**config.mk**
```make
export PLATFORM = sky130hd
export DESIGN_NAME = id_ex_pipe_reg_flat
export DESIGN_NICKNAME = d
export VERILOG_FILES = /design/src/rtl/id_ex_if.sv /design/src/rtl/id_ex_pipe_reg.sv /design/src/flat_wrapper.sv
export SDC_FILE = /design/constraint.sdc
export NUM_CORES = 1
export LEC_CHECK = 0
export CAP_MARGIN = 20
export CORE_ASPECT_RATIO = 1.4
export CORE_UTILIZATION = 52
export CTS_CLUSTER_SIZE = 12
export DETAILED_ROUTE_END_ITERATION = 16
export PLACE_DENSITY = 0.81
export RECOVER_POWER = 25
export SKIP_LAST_GASP = 1
export SLEW_MARGIN = 20
export SYNTH_ARGS = -nofsm -noshare
export SYNTH_HDL_FRONTEND = slang
export SYNTH_SLANG_ARGS = --single-unit
```
**constraint.sdc**
```tcl
create_clock -name clk -period 2.1 [get_ports clk]
set_input_delay 0.21 -clock clk [delete_from_list [all_inputs] [get_ports clk]]
set_output_delay 0.21 -clock clk [all_outputs]
set_load 0.02 [all_outputs]
```
**src/rtl/id_ex_if.sv**
```systemverilog
// ID/EX pipeline register bus. The master side is the decode stage plus the EX
// consumer (drives the instruction, out_ready and flush). The slave side is the
// pipeline register itself.
interface id_ex_if #(
    parameter int DATA_W  = 32,
    parameter int REG_W   = 5,
    parameter int WB_W    = 2,
    parameter int M_W     = 2,
    parameter int FUNCT_W = 6
);
    // handshake and squash
    logic               in_valid;
    logic               in_ready;
    logic               out_valid;
    logic               out_ready;
    logic               flush;

    // incoming instruction from ID
    logic [WB_W-1:0]    wb_ctrl;
    logic [M_W-1:0]     m_ctrl;
    logic [3:0]         ex_ctrl;
    logic               branch;
    logic [DATA_W-1:0]  pc_plus_four;
    logic [DATA_W-1:0]  rd1;
    logic [DATA_W-1:0]  rd2;
    logic [DATA_W-1:0]  imm;
    logic [REG_W-1:0]   rs;
    logic [REG_W-1:0]   rt;
    logic [REG_W-1:0]   rt_extra;
    logic [REG_W-1:0]   rd;

    // held instruction toward EX
    logic [WB_W-1:0]    wb_ctrl_q;
    logic [M_W-1:0]     m_ctrl_q;
    logic               reg_dst;
    logic [1:0]         alu_op;
    logic               alu_src;
    logic               branch_q;
    logic [DATA_W-1:0]  pc_plus_four_q;
    logic [DATA_W-1:0]  rd1_q;
    logic [DATA_W-1:0]  rd2_q;
    logic [DATA_W-1:0]  imm_q;
    logic [FUNCT_W-1:0] funct;
    logic [REG_W-1:0]   rs_q;
    logic [REG_W-1:0]   rt_q;
    logic [REG_W-1:0]   rt_extra_q;
    logic [REG_W-1:0]   rd_q;

    modport master (
        output in_valid, out_ready, flush,
        output wb_ctrl, m_ctrl, ex_ctrl, branch,
        output pc_plus_four, rd1, rd2, imm, rs, rt, rt_extra, rd,
        input  in_ready, out_valid,
        input  wb_ctrl_q, m_ctrl_q, reg_dst, alu_op, alu_src, branch_q,
        input  pc_plus_four_q, rd1_q, rd2_q, imm_q, funct,
        input  rs_q, rt_q, rt_extra_q, rd_q
    );

    modport slave (
        input  in_valid, out_ready, flush,
        input  wb_ctrl, m_ctrl, ex_ctrl, branch,
        input  pc_plus_four, rd1, rd2, imm, rs, rt, rt_extra, rd,
        output in_ready, out_valid,
        output wb_ctrl_q, m_ctrl_q, reg_dst, alu_op, alu_src, branch_q,
        output pc_plus_four_q, rd1_q, rd2_q, imm_q, funct,
        output rs_q, rt_q, rt_extra_q, rd_q
    );
endinterface

```
**src/rtl/id_ex_pipe_reg.sv**
```systemverilog
// ID/EX pipeline register with valid/ready handshake and a one-entry skid
// buffer. in_ready depends only on local state (skid occupancy and rst), so
// EX back-pressure never forms a combinational path back into ID. Flush
// squashes both entries; an empty main entry presents a bubble (control
// fields forced to zero, data fields keep their last value).
module id_ex_pipe_reg #(
    parameter int DATA_W  = 32,
    parameter int REG_W   = 5,
    parameter int WB_W    = 2,
    parameter int M_W     = 2,
    parameter int FUNCT_W = 6
) (
    input logic    clk,
    input logic    rst,
    id_ex_if.slave bus
);

    // One stored instruction. ex holds the raw EX control word:
    // bit0 RegDst, bits2:1 AluOp, bit3 AluSrc.
    typedef struct packed {
        logic [WB_W-1:0]   wb;
        logic [M_W-1:0]    m;
        logic [3:0]        ex;
        logic              br;
        logic [DATA_W-1:0] pc;
        logic [DATA_W-1:0] rd1;
        logic [DATA_W-1:0] rd2;
        logic [DATA_W-1:0] imm;
        logic [REG_W-1:0]  rs;
        logic [REG_W-1:0]  rt;
        logic [REG_W-1:0]  rt_extra;
        logic [REG_W-1:0]  rd;
    } entry_t;

    entry_t in_e;
    entry_t main_q;
    entry_t skid_q;
    logic   main_valid;
    logic   skid_valid;
    logic   accept;
    logic   drain;
    logic   main_free;

    // A squashed entry keeps its datapath values but loses every control bit,
    // so nothing downstream can act on it even if it leaked through.
    function automatic entry_t strip_ctrl(input entry_t e);
        entry_t r;
        r    = e;
        r.wb = '0;
        r.m  = '0;
        r.ex = '0;
        r.br = 1'b0;
        return r;
    endfunction

    // Pack the incoming instruction into one entry.
    always_comb begin
        in_e          = '0;
        in_e.wb       = bus.wb_ctrl;
        in_e.m        = bus.m_ctrl;
        in_e.ex       = bus.ex_ctrl;
        in_e.br       = bus.branch;
        in_e.pc       = bus.pc_plus_four;
        in_e.rd1      = bus.rd1;
        in_e.rd2      = bus.rd2;
        in_e.imm      = bus.imm;
        in_e.rs       = bus.rs;
        in_e.rt       = bus.rt;
        in_e.rt_extra = bus.rt_extra;
        in_e.rd       = bus.rd;
    end

    // Ready only from the skid flag and reset: no out_ready in this cone.
    assign bus.in_ready = !skid_valid && !rst;
    assign accept       = bus.in_valid && bus.in_ready;
    assign drain        = main_valid && bus.out_ready;
    // Main may take new data this edge when it is empty or being consumed.
    assign main_free    = !main_valid || drain;

    // Main entry: refilled from skid first (FIFO order), else from input.
    always_ff @(posedge clk) begin
        if (rst) begin
            main_valid <= 1'b0;
            main_q     <= '0;
        end else if (bus.flush) begin
            // A drain in this cycle already completed at EX; the rest is squashed.
            main_valid <= 1'b0;
            main_q     <= strip_ctrl(main_q);
        end else if (main_free) begin
            if (skid_valid) begin
                main_q     <= skid_q;
                main_valid <= 1'b1;
            end else if (accept) begin
                main_q     <= in_e;
                main_valid <= 1'b1;
            end else begin
                main_valid <= 1'b0;
            end
        end
    end

    // Skid entry: catches the one instruction accepted while main stalls.
    always_ff @(posedge clk) begin
        if (rst) begin
            skid_valid <= 1'b0;
            skid_q     <= '0;
        end else if (bus.flush) begin
            skid_valid <= 1'b0;
            skid_q     <= strip_ctrl(skid_q);
        end else if (main_free) begin
            // Skid (if any) moves into main this edge; accept cannot coincide.
            skid_valid <= 1'b0;
        end else if (accept) begin
            skid_q     <= in_e;
            skid_valid <= 1'b1;
        end
    end

    // Output decode with bubble gating on the control fields.
    always_comb begin
        bus.out_valid = main_valid;
        bus.wb_ctrl_q = '0;
        bus.m_ctrl_q  = '0;
        bus.reg_dst   = 1'b0;
        bus.alu_op    = 2'b00;
        bus.alu_src   = 1'b0;
        bus.branch_q  = 1'b0;
        if (main_valid) begin
            bus.wb_ctrl_q = main_q.wb;
            bus.m_ctrl_q  = main_q.m;
            bus.reg_dst   = main_q.ex[0];
            bus.alu_op    = main_q.ex[2:1];
            bus.alu_src   = main_q.ex[3];
            bus.branch_q  = main_q.br;
        end
    end

    // Datapath and specifiers come straight from main and are never gated.
    assign bus.pc_plus_four_q = main_q.pc;
    assign bus.rd1_q          = main_q.rd1;
    assign bus.rd2_q          = main_q.rd2;
    assign bus.imm_q          = main_q.imm;
    assign bus.funct          = main_q.imm[FUNCT_W-1:0];
    assign bus.rs_q           = main_q.rs;
    assign bus.rt_q           = main_q.rt;
    assign bus.rt_extra_q     = main_q.rt_extra;
    assign bus.rd_q           = main_q.rd;

endmodule
```
**src/flat_wrapper.sv**
```systemverilog
// flat-port wrapper written by rule: the top's interface ports become plain ports
module id_ex_pipe_reg_flat 
#(
    parameter int DATA_W  = 32,
    parameter int REG_W   = 5,
    parameter int WB_W    = 2,
    parameter int M_W     = 2,
    parameter int FUNCT_W = 6
)
  (clk, rst, bus_in_valid, bus_out_ready, bus_flush, bus_wb_ctrl, bus_m_ctrl, bus_ex_ctrl, bus_branch, bus_pc_plus_four, bus_rd1, bus_rd2, bus_imm, bus_rs, bus_rt, bus_rt_extra, bus_rd, bus_in_ready, bus_out_valid, bus_wb_ctrl_q, bus_m_ctrl_q, bus_reg_dst, bus_alu_op, bus_alu_src, bus_branch_q, bus_pc_plus_four_q, bus_rd1_q, bus_rd2_q, bus_imm_q, bus_funct, bus_rs_q, bus_rt_q, bus_rt_extra_q, bus_rd_q);
  id_ex_if #(.DATA_W(DATA_W), .REG_W(REG_W), .WB_W(WB_W), .M_W(M_W), .FUNCT_W(FUNCT_W)) bus_i ();
  input logic clk;
  input logic rst;
  input wire logic [$bits(bus_i.in_valid)-1:0] bus_in_valid;
  input wire logic [$bits(bus_i.out_ready)-1:0] bus_out_ready;
  input wire logic [$bits(bus_i.flush)-1:0] bus_flush;
  input wire logic [$bits(bus_i.wb_ctrl)-1:0] bus_wb_ctrl;
  input wire logic [$bits(bus_i.m_ctrl)-1:0] bus_m_ctrl;
  input wire logic [$bits(bus_i.ex_ctrl)-1:0] bus_ex_ctrl;
  input wire logic [$bits(bus_i.branch)-1:0] bus_branch;
  input wire logic [$bits(bus_i.pc_plus_four)-1:0] bus_pc_plus_four;
  input wire logic [$bits(bus_i.rd1)-1:0] bus_rd1;
  input wire logic [$bits(bus_i.rd2)-1:0] bus_rd2;
  input wire logic [$bits(bus_i.imm)-1:0] bus_imm;
  input wire logic [$bits(bus_i.rs)-1:0] bus_rs;
  input wire logic [$bits(bus_i.rt)-1:0] bus_rt;
  input wire logic [$bits(bus_i.rt_extra)-1:0] bus_rt_extra;
  input wire logic [$bits(bus_i.rd)-1:0] bus_rd;
  output wire logic [$bits(bus_i.in_ready)-1:0] bus_in_ready;
  output wire logic [$bits(bus_i.out_valid)-1:0] bus_out_valid;
  output wire logic [$bits(bus_i.wb_ctrl_q)-1:0] bus_wb_ctrl_q;
  output wire logic [$bits(bus_i.m_ctrl_q)-1:0] bus_m_ctrl_q;
  output wire logic [$bits(bus_i.reg_dst)-1:0] bus_reg_dst;
  output wire logic [$bits(bus_i.alu_op)-1:0] bus_alu_op;
  output wire logic [$bits(bus_i.alu_src)-1:0] bus_alu_src;
  output wire logic [$bits(bus_i.branch_q)-1:0] bus_branch_q;
  output wire logic [$bits(bus_i.pc_plus_four_q)-1:0] bus_pc_plus_four_q;
  output wire logic [$bits(bus_i.rd1_q)-1:0] bus_rd1_q;
  output wire logic [$bits(bus_i.rd2_q)-1:0] bus_rd2_q;
  output wire logic [$bits(bus_i.imm_q)-1:0] bus_imm_q;
  output wire logic [$bits(bus_i.funct)-1:0] bus_funct;
  output wire logic [$bits(bus_i.rs_q)-1:0] bus_rs_q;
  output wire logic [$bits(bus_i.rt_q)-1:0] bus_rt_q;
  output wire logic [$bits(bus_i.rt_extra_q)-1:0] bus_rt_extra_q;
  output wire logic [$bits(bus_i.rd_q)-1:0] bus_rd_q;
  assign bus_i.in_valid = bus_in_valid;
  assign bus_i.out_ready = bus_out_ready;
  assign bus_i.flush = bus_flush;
  assign bus_i.wb_ctrl = bus_wb_ctrl;
  assign bus_i.m_ctrl = bus_m_ctrl;
  assign bus_i.ex_ctrl = bus_ex_ctrl;
  assign bus_i.branch = bus_branch;
  assign bus_i.pc_plus_four = bus_pc_plus_four;
  assign bus_i.rd1 = bus_rd1;
  assign bus_i.rd2 = bus_rd2;
  assign bus_i.imm = bus_imm;
  assign bus_i.rs = bus_rs;
  assign bus_i.rt = bus_rt;
  assign bus_i.rt_extra = bus_rt_extra;
  assign bus_i.rd = bus_rd;
  assign bus_in_ready = bus_i.in_ready;
  assign bus_out_valid = bus_i.out_valid;
  assign bus_wb_ctrl_q = bus_i.wb_ctrl_q;
  assign bus_m_ctrl_q = bus_i.m_ctrl_q;
  assign bus_reg_dst = bus_i.reg_dst;
  assign bus_alu_op = bus_i.alu_op;
  assign bus_alu_src = bus_i.alu_src;
  assign bus_branch_q = bus_i.branch_q;
  assign bus_pc_plus_four_q = bus_i.pc_plus_four_q;
  assign bus_rd1_q = bus_i.rd1_q;
  assign bus_rd2_q = bus_i.rd2_q;
  assign bus_imm_q = bus_i.imm_q;
  assign bus_funct = bus_i.funct;
  assign bus_rs_q = bus_i.rs_q;
  assign bus_rt_q = bus_i.rt_q;
  assign bus_rt_extra_q = bus_i.rt_extra_q;
  assign bus_rd_q = bus_i.rd_q;
  id_ex_pipe_reg #(.DATA_W(DATA_W), .REG_W(REG_W), .WB_W(WB_W), .M_W(M_W), .FUNCT_W(FUNCT_W)) u_core (.clk(clk), .rst(rst), .bus(bus_i));
endmodule
```
==> summary.md <==
| Metric | Value |
|---|---|
| Outcome | completed |
| Max VDD drop | ~0.0006 V |
| WL per Instance | approximately 16 um |
| Critical Path Fanout Max | 9 |
| # setup viols final | 0 |
| Vias in the first global route | 10670 |
| Syn nets | ~1700 |
| Post-DRT Antenna Nets | 0 |
| Initial antenna violation count | 1 |
| Final Cell Area | ~20000 um^2 |
| Yosys reg bits | around 320 |
| Initial drt markers | a little over 300 |
| Cts hold-fix bufs | 0 |
| Leakage | a little over 0.008 uW |
| Max_slew headroom | approximately three fifths |
| Commonest non-fill, non-tap cell in the layout | dfxtp_1 |
| Final worst-path cycle share | roughly 95% |
| Die ar. | between 30000 and 40000 um^2 |
| Worst Tran Pin Value | 0.6162 ns |
| Setup CP Type | flop to output pin |
| Syn Area/Cell | between 10 and 15 um^2 |
| Layout Utilization | 63.68% |
| Synth warn | 0 |
| Yosys top cell by area | dfxtp_1 |
| Area delta synth->final | 20.35% |
| Placer Congestion | 0.7757 |
| Width of the die | between 150 and 200 um |
| Number of buffers created by CTS | 31 |
| Multi-input gate area | 8197 um^2 |
| Skew final | ~0.015 ns |
| Vias/cell | about 5 |
| Clock transition at path regs | roughly 0.060 ns |
| Drt pass-1 iters | 4 |
| Share of cells above drive strength 1 | 22.02% |
| Crit path DAT | 1.78 ns |
| Top-area cell type share of the netlist area | 38.92% |
| H-tree depth | 1 |
| Total track usage | about a fifth |
| Max-slew violations | 0 |
| Syn Inst Count | roughly 1500 |
| Post-route setup slack | between 0.1 and 0.15 ns |
| HP Class | primary input to flop |
| Post-synth cell types | 26 |
| Congestion Overflow GR | 0 |
| FF+latch area | around 6300 um^2 |
| Post-place setup slack | -0.04948 ns |
| IO Port Bufs | ~330 |
| Nets | between 1500 and 2000 |
| Final hold viol count | 0 |
| Latest clock arrival within the worst-skew pair | roughly 0.56 ns |
| Crit. End Element | output pin |
| Synth top area cells | dfxtp_1 39%, mux2_2 12%, nor2b_1 11% |
| Die Height | approximately 210 um |
| Most frequent cells in the layout | 316 x dfxtp_1, 296 x nor2b_1, 231 x clkdlybuf4s50_1, 176 x mux2_2, 158 x mux2i_1 |
| # fillers | ~2500 |
| Max Cap Viol | 0 |
| Placed cell areas | roughly 19000 um^2 |
| Root Buffer | clkbuf_16 |
| RSZ-0062 raised after global routing | false |
| Crit path launch type | flop |
| Clock sinks | ~320 |
| First-pass GRT wire length | around 53000 um |
| Tmin final | roughly 2 ns |
| DRC | 0 |
| Vias | about 11000 |
| Cell Area, Synth | ~16000 um^2 |
| Starting Density | between 50% and 60% |
| Core region area | 30710 um^2 |
| Pwr Density | between 600 and 700 nW/um^2 |
| Fmax achieved | between 500 and 600 MHz |
| Critical Path RT | about 1.9 ns |
| Register area share after synthesis | approximately two fifths |
| Clock Tree Buf Depth | 3 |
| Overall routed net length | ~34000 um |
| I/O pin count | about 330 |
| Pin count of the biggest net entering global routing | 127 |
| Rows | 76 |
| TritonCTS clock tree | done |
| DP HPWL | 23170 um |
| Total power | between 10000 and 15000 uW |
[repair_timing]
| action | CTS | global route |
|---|---|---|
| buffers inserted | 1 | 0 |
| setup endpoints to repair | 10 | 0 |
| gates resized for setup | 9 | 0 |
[logic make-up after synthesis]
kind of cell	Yosys count	share of synthesized area, %
AO/OA/AOI/OAI	39	1.655
buffers and inverters	267	10.61
flip-flops	316	38.92
multiplexers	453	32.92
AND/OR/NAND/NOR	474	15.90
[synthesized netlist by cell type (all sizes together)]
library cell  count
o21ai             9
a21o              1
a31o              9
and2              9
nor3              1
or2               1
nand2b            4
a2111oi           9
inv               1
mux2i           158
a21oi            10
nor2b           296
nand3             9
nand4bb           1
or3               1
dfxtp           316
a211o             1
clkbuf           69
buf             197
nor4bb            1
mux2            295
nor2            151
[power breakdown]
group / switching [uW] / internal, uW
combinational: 627 / 749
clock: 2230 / 2920
sequential: 64.8 / 6130
[metal layers]
layer,GRT usage (%),part of all wire [%],vias to the layer above
met5,0,0,-
met4,7.483,3.0,0
li1,-,-,5231
met1,23.14,40,5026
met2,37.11,50,276
met3,5.443,7.8,61
[through the flow]
step | TNS (ns) | hold slack [ns] | std cells
after CTS | 0 | 0.1550 | 2075
after detailed placement | -0.8171 | 0.4664 | 2029
after global placement | 0 | 0.4592 | 2029
final | 0 | 0.1862 | 2076
after global routing | 0 | 0.1863 | 2076
after floorplan | 0 | 0.3534 | 1549
[sequential cells by signal, indices dropped and copies added (netlist names)]
register and flops:
u_core.bus.rt_q 5, u_core.skid_valid 1, u_core.main_q 9, u_core.bus.rd2_q 32, u_core.bus.out_valid 1, u_core.bus.rd1_q 32
u_core.bus.rd_q 5, u_core.bus.imm_q 32, u_core.bus.rs_q 5, u_core.bus.pc_plus_four_q 32, u_core.skid_q 157, u_core.bus.rt_extra_q 5
[path summary, 6_finish.rpt]
kind	slack [ns]	from	cells after the start	end
worst max-delay path	0.11	u_core.skid_valid	3	bus_in_ready
worst max register to register	0.16	u_core.skid_valid	4	u_core.skid_q[61]
worst min register to register	0.48	u_core.skid_q[151]	2	u_core.skid_q[151]
worst min-delay path	0.19	rst	5	u_core.skid_q[152]
[cell type report]
cell class,count,share of cell area (%)
diodes,1,0.01279
multi-input cells,966,41.90
clock inverters,1,0.1535
repair buffers,357,18.65
flip-flops and latches,316,32.34
inverters,1,0.01919
well taps,390,2.495
clock buffers,44,4.420
[worst max-delay path, cell delays in order (launching register included)]
cell and delay (ns):
dfxtp_1 0.32, buf_4 0.18, nor2_1 0.11, clkdlybuf4s50_1 0.61
Power figures use the tool's default switching activity.
==> patch, RTL diff (config.mk and constraints unchanged) <==
`M_W` is set to 2 in 3 places; all go to 3.
--- a/src/rtl/id_ex_if.sv
+++ b/src/rtl/id_ex_if.sv
@@ -6,5 +6,5 @@
     parameter int REG_W   = 5,
     parameter int WB_W    = 2,
-    parameter int M_W     = 2,
+    parameter int M_W     = 3,
     parameter int FUNCT_W = 6
 );
--- a/src/rtl/id_ex_pipe_reg.sv
+++ b/src/rtl/id_ex_pipe_reg.sv
@@ -8,5 +8,5 @@
     parameter int REG_W   = 5,
     parameter int WB_W    = 2,
-    parameter int M_W     = 2,
+    parameter int M_W     = 3,
     parameter int FUNCT_W = 6
 ) (
--- a/src/flat_wrapper.sv
+++ b/src/flat_wrapper.sv
@@ -5,5 +5,5 @@
     parameter int REG_W   = 5,
     parameter int WB_W    = 2,
-    parameter int M_W     = 2,
+    parameter int M_W     = 3,
     parameter int FUNCT_W = 6
 )
Ports: changed (resized bus_m_ctrl and bus_m_ctrl_q); port bits go from 327 to 329. The function was not compared with the original's and may differ.
==> patch against the unedited design <==
Sequential cell count rose by 2. Setup slack improved by 0.070 ns. Global-route usage rose by 1.1 points. Critical path type is now reg2reg. Non-clock buffer count grew 11. Routed wire length is 5.0% higher. Synthesized cell count up 1.7%. Power rose by 8.5%. Cell area is 2.5% higher. Final cell count grew 2.5%. Area after synthesis about the same. Register-to-register slack better by 0.02 ns. Core utilization up 1.4 points.
==> patch: results (changes against the unedited design) <==
* Port buffer count at 328 (+0.61%)
* Vias at 10.9k (+2.5%)
* Synth Net Count at 1,738 (+1.6%)
* Finished Layout Cells at 2,127 (+2.5%)
* DR WL/cell at 16.8 um (+2.5%)
* Clk Latency, worst-skew pair at 0.51 ns (-0.05 ns)
* Sw Pwr at 3110 uW (+6.4%)
* Max Slew Vio Count at 0 (unchanged)
* Initial antenna violation count at 4 (+3)
* Maximum VDD drop at 613 uV (+2.7%)
* Post-synthesis cell type count at 27 (+3.8%)
* Number of global-route vias before repair at 11.0k (+3.5%)
* Arr. time, crit path at 2.36 ns (+0.58 ns)
* Largest cells by area after synthesis: dfxtp_1 (39%), mux2_2 (14%), nor2b_1 (11%)
* Clk_skew at 0.0112 ns (-0.00427 ns)
* Slew headroom at 0.267 (-0.323)
* Nets@finish at 1,876 (+2.2%)
* Sequential share of the synthesized area at 0.391 (+0.00213)
* Largest fanout on the critical path at 37 (+28)
* Largest net degree at the start of global routing at 242 (+91%)
* Reg with most FFs: u_core.skid_q
* Root Driver: clkbuf_16
* Post-synth top cells: dfxtp_1 (318), nor2b_1 (281), mux2_2 (200)
* Hpwl dp at 24,500 um (+5.7%)
* Leakage power at 0.00820 uW (-0.43%)
* GPL Wtd Cong at 0.807 (+4.0%)
* First-pass GRT wire length at 55,500 um (+4.0%)
* Placed Cells at 2,066 (+1.8%)
* Total GRT Usage at 0.218 (+0.0112)
* Largest register FFs at 158 (+0.64%)
* H-tree depth at 2 (+1)
* Cells after synthesis at 1,575 (+1.7%)
* Status: completed
* Fraction of layout cells with a size suffix above 1 at 0.222 (+0.00198)
* CTS Buf Count at 35 (+13%)
* Iter 0 DRT Violations at 366 (+21%)
patch: cell types whose count changed after synthesis, sizes merged, moves of 2 or more:
cell | before | now
dfxtp | 316 | 318
mux2i | 158 | 174
nand2b | 4 | 34
buf | 197 | 203
mux2 | 295 | 280
nor2b | 296 | 281
clkbuf | 69 | 64
patch: final timing paths:
| kind | from | endpoint | slack, ns | cells after the start |
|---|---|---|---|---|
| max | u_core.skid_valid | u_core.skid_q[43] | 0.18 | 5 |
| min | rst | u_core.skid_q[157] | 0.21 | 5 |
| max reg2reg | u_core.skid_valid | u_core.skid_q[43] | 0.18 | 5 |
| min reg2reg | u_core.skid_q[151] | u_core.skid_q[151] | 0.47 | 2 |
patch: cell type report:
class / count / area (um^2)
fill: 2323 / 10800
multi-input combinational: 989 / 8230
sequential: 318 / 6370
timing repair buffer: 368 / 3810
clock buffer: 51 / 1070
tap: 390 / 488
clock inverter: 6 / 80.1
antenna: 4 / 10.0
inverter: 1 / 3.75
patch: power groups by stage:
stage | Combinational (uW) | Sequential, uW | Clock, uW
after detailed placement | 1440 | 6370 | 0
final | 1430 | 6240 | 6140
after CTS | 1450 | 6240 | 6290
after global placement | 1410 | 6360 | 0
after global routing | 1530 | 6250 | 6530
after floorplan | 870 | 6340 | 0
patch: stage by stage:
stage                     setup WS, ns  hold WS (ns)  instance area [um^2]  power (uW)
final                            0.179         0.210                 20100       13800
after global routing            0.0571         0.203                 20100       14300
after CTS                      0.00387         0.183                 20100       14000
after detailed placement       0.00349         0.468                 18900        7810
after global placement          0.0406         0.458                 18900        7780
after floorplan                  0.274         0.353                 16300        7210
patch: timing repair:
item                                   4_1_cts  5_1_grt
endpoints found under the hold margin        0        0
gates resized for setup                      0       11
setup buffers                                0        0
setup endpoints to repair                    0       11
patch: worst max-delay path, cell delays in order, from the launching register on:
cell and delay, ns:
dfxtp_1 0.37, buf_12 0.22, buf_4 0.25, nor3_4 0.19
buf_2 0.50, mux2i_1 0.27
patch: kinds of logic (layout without fill, tap and decap cells):
logic type / after synthesis / after routing / share of synthesized area
AND/OR/NAND/NOR: 492 / 492 / 0.167
other: 0 / 4 / 0
buffers and inverters: 268 / 426 / 0.104
AO/OA/AOI/OAI: 43 / 43 / 0.0182
flip-flops: 318 / 318 / 0.391
multiplexers: 454 / 454 / 0.319
patch: metal layers:
metal | wire, um | vias up | share of wire | track usage
li1 | - | 5358 | - | -
met1 | 14200 | 5156 | 0.40 | 0.240
met2 | 18100 | 270 | 0.51 | 0.391
met3 | 2040 | 75 | 0.057 | 0.0512
met4 | 1410 | 0 | 0.039 | 0.0976
met5 | 0 | - | 0 | 0
